--- config.mk ---
export PLATFORM = sky130hd
export DESIGN_NAME = piezo_sched
export DESIGN_NICKNAME = d
export VERILOG_FILES = /design/src/rtl/piezo_pkg.sv /design/src/rtl/piezo_tone_gen.sv /design/src/rtl/piezo_sched.sv
export SDC_FILE = /design/constraint.sdc
export NUM_CORES = 1
export LEC_CHECK = 0
export CAP_MARGIN = 20
export CORE_ASPECT_RATIO = 0.6
export CORE_MARGIN = 1.5
export CORE_UTILIZATION = 50
export CTS_BUF_LIST = sky130_fd_sc_hd__clkbuf_8
export DETAILED_ROUTE_END_ITERATION = 10
export GPL_TIMING_DRIVEN = 0
export MAX_ROUTING_LAYER = met4
export PLACE_DENSITY_LB_ADDON = 0.3
export SETUP_SLACK_MARGIN = 0.02
export SLEW_MARGIN = 20
export SYNTH_ARGS = -nofsm -noshare
export SYNTH_HDL_FRONTEND = slang
export SYNTH_SLANG_ARGS = --single-unit
--- constraint.sdc ---
create_clock -name clk -period 1.82 [get_ports clk]
set_input_delay 0.364 -clock clk [delete_from_list [all_inputs] [get_ports clk]]
set_output_delay 0.364 -clock clk [all_outputs]
set_load 0.01 [all_outputs]
--- src/rtl/piezo_pkg.sv ---
// Shared encodings, scheduler state type and default timing for the piezo scheduler.
// The state encoding equals the active_src encoding so the state register drives the port directly.
package piezo_pkg;

    localparam logic [1:0] SRC_NONE  = 2'd0;
    localparam logic [1:0] SRC_CHIME = 2'd1;
    localparam logic [1:0] SRC_TIMER = 2'd2;
    localparam logic [1:0] SRC_ALARM = 2'd3;

    typedef enum logic [1:0] {
        ST_IDLE  = SRC_NONE,
        ST_CHIME = SRC_CHIME,
        ST_TIMER = SRC_TIMER,
        ST_ALARM = SRC_ALARM
    } state_t;

    localparam int DEF_TRILL_HALF   = 50;
    localparam int DEF_BEEP_PERIOD  = 1000;
    localparam int DEF_BEEP_ON      = 500;
    localparam int DEF_CHIME_PERIOD = 500;
    localparam int DEF_CHIME_ON     = 200;
    localparam int MAX_CHIMES       = 12;

    // A stroke count of 0 or above the maximum means a full hourly chime.
    function automatic logic [3:0] clamp_strokes(input logic [3:0] n);
        if (n == 4'd0 || n > 4'(MAX_CHIMES)) begin
            return 4'(MAX_CHIMES);
        end
        return n;
    endfunction

endpackage

--- src/rtl/piezo_tone_gen.sv ---
// Tone pattern generator: trill, timer beep and chime stroke waveforms.
// Dropping en_i clears every phase counter and silences the output for that cycle.
module piezo_tone_gen
    import piezo_pkg::*;
#(
    parameter int TRILL_HALF   = DEF_TRILL_HALF,
    parameter int BEEP_PERIOD  = DEF_BEEP_PERIOD,
    parameter int BEEP_ON      = DEF_BEEP_ON,
    parameter int CHIME_PERIOD = DEF_CHIME_PERIOD,
    parameter int CHIME_ON     = DEF_CHIME_ON
) (
    input  logic   clk,
    input  logic   rst,
    input  state_t pat_i,
    input  logic   en_i,
    output logic   piezo_o,
    output logic   stroke_end_o
);

    localparam int TW = (TRILL_HALF > 1)   ? $clog2(TRILL_HALF)   : 1;
    localparam int BW = (BEEP_PERIOD > 1)  ? $clog2(BEEP_PERIOD)  : 1;
    localparam int SW = (CHIME_PERIOD > 1) ? $clog2(CHIME_PERIOD) : 1;

    logic [TW-1:0] trill_cnt_q, trill_cnt_d;
    logic          tone_b_q, tone_b_d;
    logic [BW-1:0] beep_cnt_q, beep_cnt_d;
    logic [SW-1:0] stroke_cnt_q, stroke_cnt_d;
    logic          piezo_q, piezo_d;

    always_comb begin
        trill_cnt_d  = '0;
        tone_b_d     = 1'b0;
        beep_cnt_d   = '0;
        stroke_cnt_d = '0;
        piezo_d      = 1'b0;
        if (en_i) begin
            case (pat_i)
                ST_ALARM: begin
                    tone_b_d    = tone_b_q;
                    trill_cnt_d = trill_cnt_q + 1'b1;
                    // Tone B halves the toggle rate by toggling only on even phase counts.
                    piezo_d = (!tone_b_q || !trill_cnt_q[0]) ? ~piezo_q : piezo_q;
                    if (trill_cnt_q == TW'(TRILL_HALF - 1)) begin
                        trill_cnt_d = '0;
                        tone_b_d    = ~tone_b_q;
                    end
                end
                ST_TIMER: begin
                    beep_cnt_d = (beep_cnt_q == BW'(BEEP_PERIOD - 1)) ? '0 : beep_cnt_q + 1'b1;
                    piezo_d    = (beep_cnt_q < BW'(BEEP_ON)) ? ~piezo_q : 1'b0;
                end
                ST_CHIME: begin
                    stroke_cnt_d = (stroke_cnt_q == SW'(CHIME_PERIOD - 1)) ? '0 : stroke_cnt_q + 1'b1;
                    piezo_d      = (stroke_cnt_q < SW'(CHIME_ON)) ? ~piezo_q : 1'b0;
                end
                default: ;
            endcase
        end
    end

    always_ff @(posedge clk) begin
        if (!rst) begin
            trill_cnt_q  <= '0;
            tone_b_q     <= 1'b0;
            beep_cnt_q   <= '0;
            stroke_cnt_q <= '0;
            piezo_q      <= 1'b0;
        end else begin
            trill_cnt_q  <= trill_cnt_d;
            tone_b_q     <= tone_b_d;
            beep_cnt_q   <= beep_cnt_d;
            stroke_cnt_q <= stroke_cnt_d;
            piezo_q      <= piezo_d;
        end
    end

    assign piezo_o      = piezo_q;
    assign stroke_end_o = (stroke_cnt_q == SW'(CHIME_PERIOD - 1));

endmodule

--- src/rtl/piezo_sched.sv ---
// Fixed-priority piezo owner (ALARM > TIMER > CHIME) with per-source mute
// and suspend/resume bookkeeping for the hourly chime.
module piezo_sched
    import piezo_pkg::*;
#(
    parameter int TRILL_HALF   = DEF_TRILL_HALF,
    parameter int BEEP_PERIOD  = DEF_BEEP_PERIOD,
    parameter int BEEP_ON      = DEF_BEEP_ON,
    parameter int CHIME_PERIOD = DEF_CHIME_PERIOD,
    parameter int CHIME_ON     = DEF_CHIME_ON
) (
    input  logic       clk,
    input  logic       rst,
    input  logic       alarm_req,
    input  logic       timer_req,
    input  logic       chime_start,
    input  logic [3:0] chime_count,
    input  logic       mute_p,
    output logic       piezo,
    output logic [1:0] active_src,
    output logic       busy,
    output logic       chime_done
);

    state_t     state_q, state_d;
    logic       alarm_mute_q, alarm_mute_d;
    logic       timer_mute_q, timer_mute_d;
    logic       chime_pend_q, chime_pend_d;
    logic [3:0] strokes_q, strokes_d;
    logic       chime_done_q, chime_done_d;
    logic       chime_restart;
    logic       tone_en;
    logic       stroke_end_raw;
    logic       stroke_end;

    assign stroke_end = (state_q == ST_CHIME) && stroke_end_raw;

    // Next-state uses the already-updated flags so a mute or a finished chime
    // takes effect on the same edge rather than one cycle later.
    always_comb begin
        alarm_mute_d  = alarm_req & (alarm_mute_q | (mute_p & (state_q == ST_ALARM)));
        timer_mute_d  = timer_req & (timer_mute_q | (mute_p & (state_q == ST_TIMER)));
        chime_pend_d  = chime_pend_q;
        strokes_d     = strokes_q;
        chime_done_d  = 1'b0;
        chime_restart = 1'b0;

        if (chime_start) begin
            chime_pend_d  = 1'b1;
            strokes_d     = clamp_strokes(chime_count);
            chime_restart = (state_q == ST_CHIME);
        end else if (mute_p && state_q == ST_CHIME) begin
            chime_pend_d = 1'b0;
        end else if (stroke_end) begin
            if (strokes_q <= 4'd1) begin
                chime_pend_d = 1'b0;
                strokes_d    = 4'd0;
                chime_done_d = 1'b1;
            end else begin
                strokes_d = strokes_q - 4'd1;
            end
        end

        if (alarm_req && !alarm_mute_d) begin
            state_d = ST_ALARM;
        end else if (timer_req && !timer_mute_d) begin
            state_d = ST_TIMER;
        end else if (chime_pend_d) begin
            state_d = ST_CHIME;
        end else begin
            state_d = ST_IDLE;
        end

        tone_en = (state_d == state_q) && !chime_restart;
    end

    always_ff @(posedge clk) begin
        if (!rst) begin
            state_q      <= ST_IDLE;
            alarm_mute_q <= 1'b0;
            timer_mute_q <= 1'b0;
            chime_pend_q <= 1'b0;
            strokes_q    <= 4'd0;
            chime_done_q <= 1'b0;
        end else begin
            state_q      <= state_d;
            alarm_mute_q <= alarm_mute_d;
            timer_mute_q <= timer_mute_d;
            chime_pend_q <= chime_pend_d;
            strokes_q    <= strokes_d;
            chime_done_q <= chime_done_d;
        end
    end

    piezo_tone_gen #(
        .TRILL_HALF  (TRILL_HALF),
        .BEEP_PERIOD (BEEP_PERIOD),
        .BEEP_ON     (BEEP_ON),
        .CHIME_PERIOD(CHIME_PERIOD),
        .CHIME_ON    (CHIME_ON)
    ) u_tone (
        .clk         (clk),
        .rst         (rst),
        .pat_i       (state_d),
        .en_i        (tone_en),
        .piezo_o     (piezo),
        .stroke_end_o(stroke_end_raw)
    );

    assign active_src = state_q;
    assign busy       = (state_q != ST_IDLE);
    assign chime_done = chime_done_q;

endmodule

==> results.sh <==
export IMPL_die_h_um=49.79
export IMPL_path_clk_slew_ns=0.07
export IMPL_r2r_setup_slack_ns=0.08
export IMPL_hold_violations=0
export IMPL_ys_seq_area_share_pct=40.60
export IMPL_r2r_end="strokes_q[1]"
export IMPL_syn_area_um2=1824
export IMPL_cp_cell_sequence="buf_4 > or2_2 > dlygate4sd2_1"
export IMPL_synthCells=210
export IMPL_r2r_start="active_src[1]"
export IMPL_die_area_um2=4032
export IMPL_dpl_cell_area_um2=2026
export IMPL_timing_max_cap_violations=0
export IMPL_ys_flop_type="dfxtp_1"
export IMPL_diodes=0
export IMPL_cp_required_ns=1.46
export IMPL_yosysWarnings=0
export IMPL_power_per_cell_area_nw_per_um2=798.4
export IMPL_grt_max_degree=12
export IMPL_fin_nets=247
export IMPL_areaGrowthSynthToFinish_pct=20.78
export IMPL_grt_ovfl_total=0
export IMPL_final_seq_area_um2=759.5
export IMPL_dp_hpwl_um=2530
export IMPL_leakage_nw=0.7792
export IMPL_wl_um=3740
export IMPL_ys_types=46
export IMPL_synth_top_area_share_pct=40.60
export IMPL_cts_buffers=5
export IMPL_synth_nets=226
export IMPL_status="completed"
export IMPL_gp_congestion=0.8350
export IMPL_drive_above_1_share_pct=14.22
export IMPL_layout_cells_non_filler=277
export IMPL_drt_first_iter_violations=121
export IMPL_max_stage_delay_ns=0.35
export IMPL_die_w_um=80.98
export IMPL_synth_avg_cell_area_um2=8.687
export IMPL_drt_vias_per_instance=5.531
export IMPL_grt_pass1_wl_um=6258
export IMPL_worst_path_max_delay_cell="dfxtp_2"
export IMPL_crit_family="buffers and inverters"
export IMPL_start_util_pct=54.24
export IMPL_critPathKind="flop to output port"
export IMPL_r2r_cells=4
export IMPL_cts_sinks=37
export IMPL_synth_top_area_cell="dfxtp_1"
export IMPL_crit_arrival_ns=1.39
export IMPL_stdcell_area_um2=2203
export IMPL_boundaryPins=15
export IMPL_vdd_drop_max_mv=0.5027
export IMPL_drc=0
export IMPL_p_total_mw=1.759
export IMPL_synth_edf_count=0
export IMPL_cts_tree="done"
export IMPL_synth_most_common_cell="dfxtp_1"
export IMPL_cts_root_buf="clkbuf_8"
export IMPL_rsz0062_at_grt="true"
export IMPL_grt_pass1_vias=1361
export IMPL_synth_area_top_cells="dfxtp_1, nor2_1, nor3_1"
export IMPL_worstSetupStartpoint="active_src[1]"
export IMPL_min_path_type="flop to flop"
export IMPL_core_area_um2=3363
export IMPL_antenna_left=0
export IMPL_insertion_delay_ns=0.29
export IMPL_setup_viol=0
export IMPL_critPathBufInv=2
export IMPL_clock_skew_ns=0.002841
export IMPL_max_freq_mhz=569.0
export IMPL_hold_worst_slack_ns=0.4501
export IMPL_critPathLaunchType="flop"
export IMPL_multi_input_area_um2=1069
export IMPL_portBuffers=14
export IMPL_worst_path_max_fanout=10
export IMPL_yosys_register_bits=37
export IMPL_dp_cells=269
export IMPL_firstDrtPassIters=4
export IMPL_nFillCells=290
export IMPL_endpoint="busy"
export IMPL_post_route_min_period_ns=1.757
export IMPL_grt_usage_pct=21.04
export IMPL_async_flop_share_pct=0
export IMPL_drt_wirelength_per_cell_um=13.50
export IMPL_cp_depth=3
export IMPL_rows=16
export IMPL_ctsHtreeMaxLevel=2
export IMPL_synthTopCellsByCount="dfxtp_1, nor2_1, nor3_1, nand2_1"
export IMPL_slew_viol_final=0
export IMPL_vias=1532
export IMPL_clk_path_buf_depth=2
export IMPL_tightest_slew_ns=0.4435
export IMPL_final_util_pct=65.51
export IMPL_post_route_period_util_pct=96.56
export IMPL_slew_headroom_pct=70.43
export IMPL_antenna_found_initial=0
export IMPL_end_kind="output port"
==> registers in the layout, indices dropped and copies added, names as in the netlist <==
| register | cells |
|---|---|
| u_tone.beep_cnt_q | 10 |
| strokes_q | 4 |
| chime_done | 1 |
| timer_mute_q | 1 |
| u_tone.piezo_o | 1 |
| u_tone.stroke_cnt_q | 9 |
| u_tone.trill_cnt_q | 6 |
| active_src | 2 |
| u_tone.tone_b_q | 1 |
| alarm_mute_q | 1 |
| chime_pend_q | 1 |
==> cell type report <==
cell class                      count  share of cell area, %
Tap cell                           45                  2.555
Clock inverter                      2                  1.533
Clock buffer                        6                  3.748
Timing Repair Buffer               15                  6.417
Multi-Input combinational cell    159                  48.50
Buffer                              5                  1.420
Sequential cell                    37                  34.47
Inverter                            8                  1.363
==> logic make-up (layout without fill, tap and decap cells) <==
logic type | count (synthesis) | count (layout) | synth area share (%)
AND/OR/NAND/NOR | 105 | 105 | 29.36
adder cells (fa/ha/maj) | 6 | 6 | 4.115
flip-flops | 37 | 37 | 40.60
XOR/XNOR | 21 | 21 | 10.08
AO/OA/AOI/OAI | 23 | 23 | 10.36
multiplexers | 4 | 4 | 2.195
buffers and inverters | 14 | 36 | 3.292
==> worst min-delay path by stage <==
stage                            from  slack, ns                     end  depth (start not counted)
3_3_place_gp   u_tone.stroke_cnt_q[0]       0.44  u_tone.stroke_cnt_q[0]                          1
5_1_grt        u_tone.stroke_cnt_q[0]       0.47  u_tone.stroke_cnt_q[0]                          1
4_1_cts        u_tone.stroke_cnt_q[0]       0.46  u_tone.stroke_cnt_q[0]                          1
3_5_place_dp   u_tone.stroke_cnt_q[0]       0.45  u_tone.stroke_cnt_q[0]                          1
2_1_floorplan  u_tone.stroke_cnt_q[0]       0.43  u_tone.stroke_cnt_q[0]                          1
6_report       u_tone.stroke_cnt_q[0]       0.45  u_tone.stroke_cnt_q[0]                          1
==> power breakdown <==
group / total (mW) / switching [mW] / internal (mW)
clock: 0.734 / 0.293 / 0.441
combinational: 0.187 / 0.0993 / 0.0881
sequential: 0.838 / 0.0170 / 0.821
==> routing by layer <==
metal  up-vias  routed length, um  global-route usage (%)
met5         -                  0                       -
met4         0                 48                   6.897
met3         6                202                   6.111
met2        37               1407                   25.97
met1       706               2082                   31.78
li1        783                  -                       -
==> repair_timing <==
| action | CTS | global route |
|---|---|---|
| pin swaps | 0 | 3 |
| gates resized for setup | 17 | 15 |
| endpoints found under the setup margin | 26 | 22 |
| hold buffers | 0 | 0 |
| gates cloned | 0 | 0 |
| setup buffers | 1 | 0 |
==> layout by cell type (no fill, tap or decap), types with 2 or more instances in the layout <==
| cell | Yosys | final |
|---|---|---|
| xor2_1 | 10 | 10 |
| mux2i_1 | 4 | 3 |
| nand2_1 | 14 | 14 |
| clkbuf_2 | 0 | 2 |
| and2_1 | 3 | 3 |
| nor3_1 | 21 | 21 |
| and3_1 | 3 | 3 |
| or2_2 | 3 | 3 |
| nand4_1 | 6 | 6 |
| o311a_1 | 2 | 2 |
| o211a_1 | 2 | 2 |
| clkdlybuf4s50_1 | 0 | 12 |
| nand2b_1 | 3 | 3 |
| ha_1 | 6 | 5 |
| inv_1 | 8 | 9 |
| dfxtp_2 | 0 | 3 |
| nor2_1 | 29 | 29 |
| o211ai_1 | 2 | 2 |
| clkbuf_8 | 0 | 6 |
| dfxtp_1 | 37 | 30 |
| nand3_1 | 11 | 10 |
| nor4_1 | 2 | 2 |
| xnor2_1 | 11 | 11 |
| dfxtp_4 | 0 | 4 |
| buf_4 | 0 | 3 |
| a21oi_1 | 2 | 2 |
==> through the flow <==
| stage | worst slack, ns | setup TNS, ns |
|---|---|---|
| final | 0.06263 | 0 |
| after floorplan | 0.03312 | 0 |
| after detailed placement | -0.6064 | -11.07 |
| after CTS | 0.01858 | 0 |
| after global routing | 0.01454 | 0 |
| after global placement | -0.6286 | -11.40 |
(Power assumes the default switching activity.)
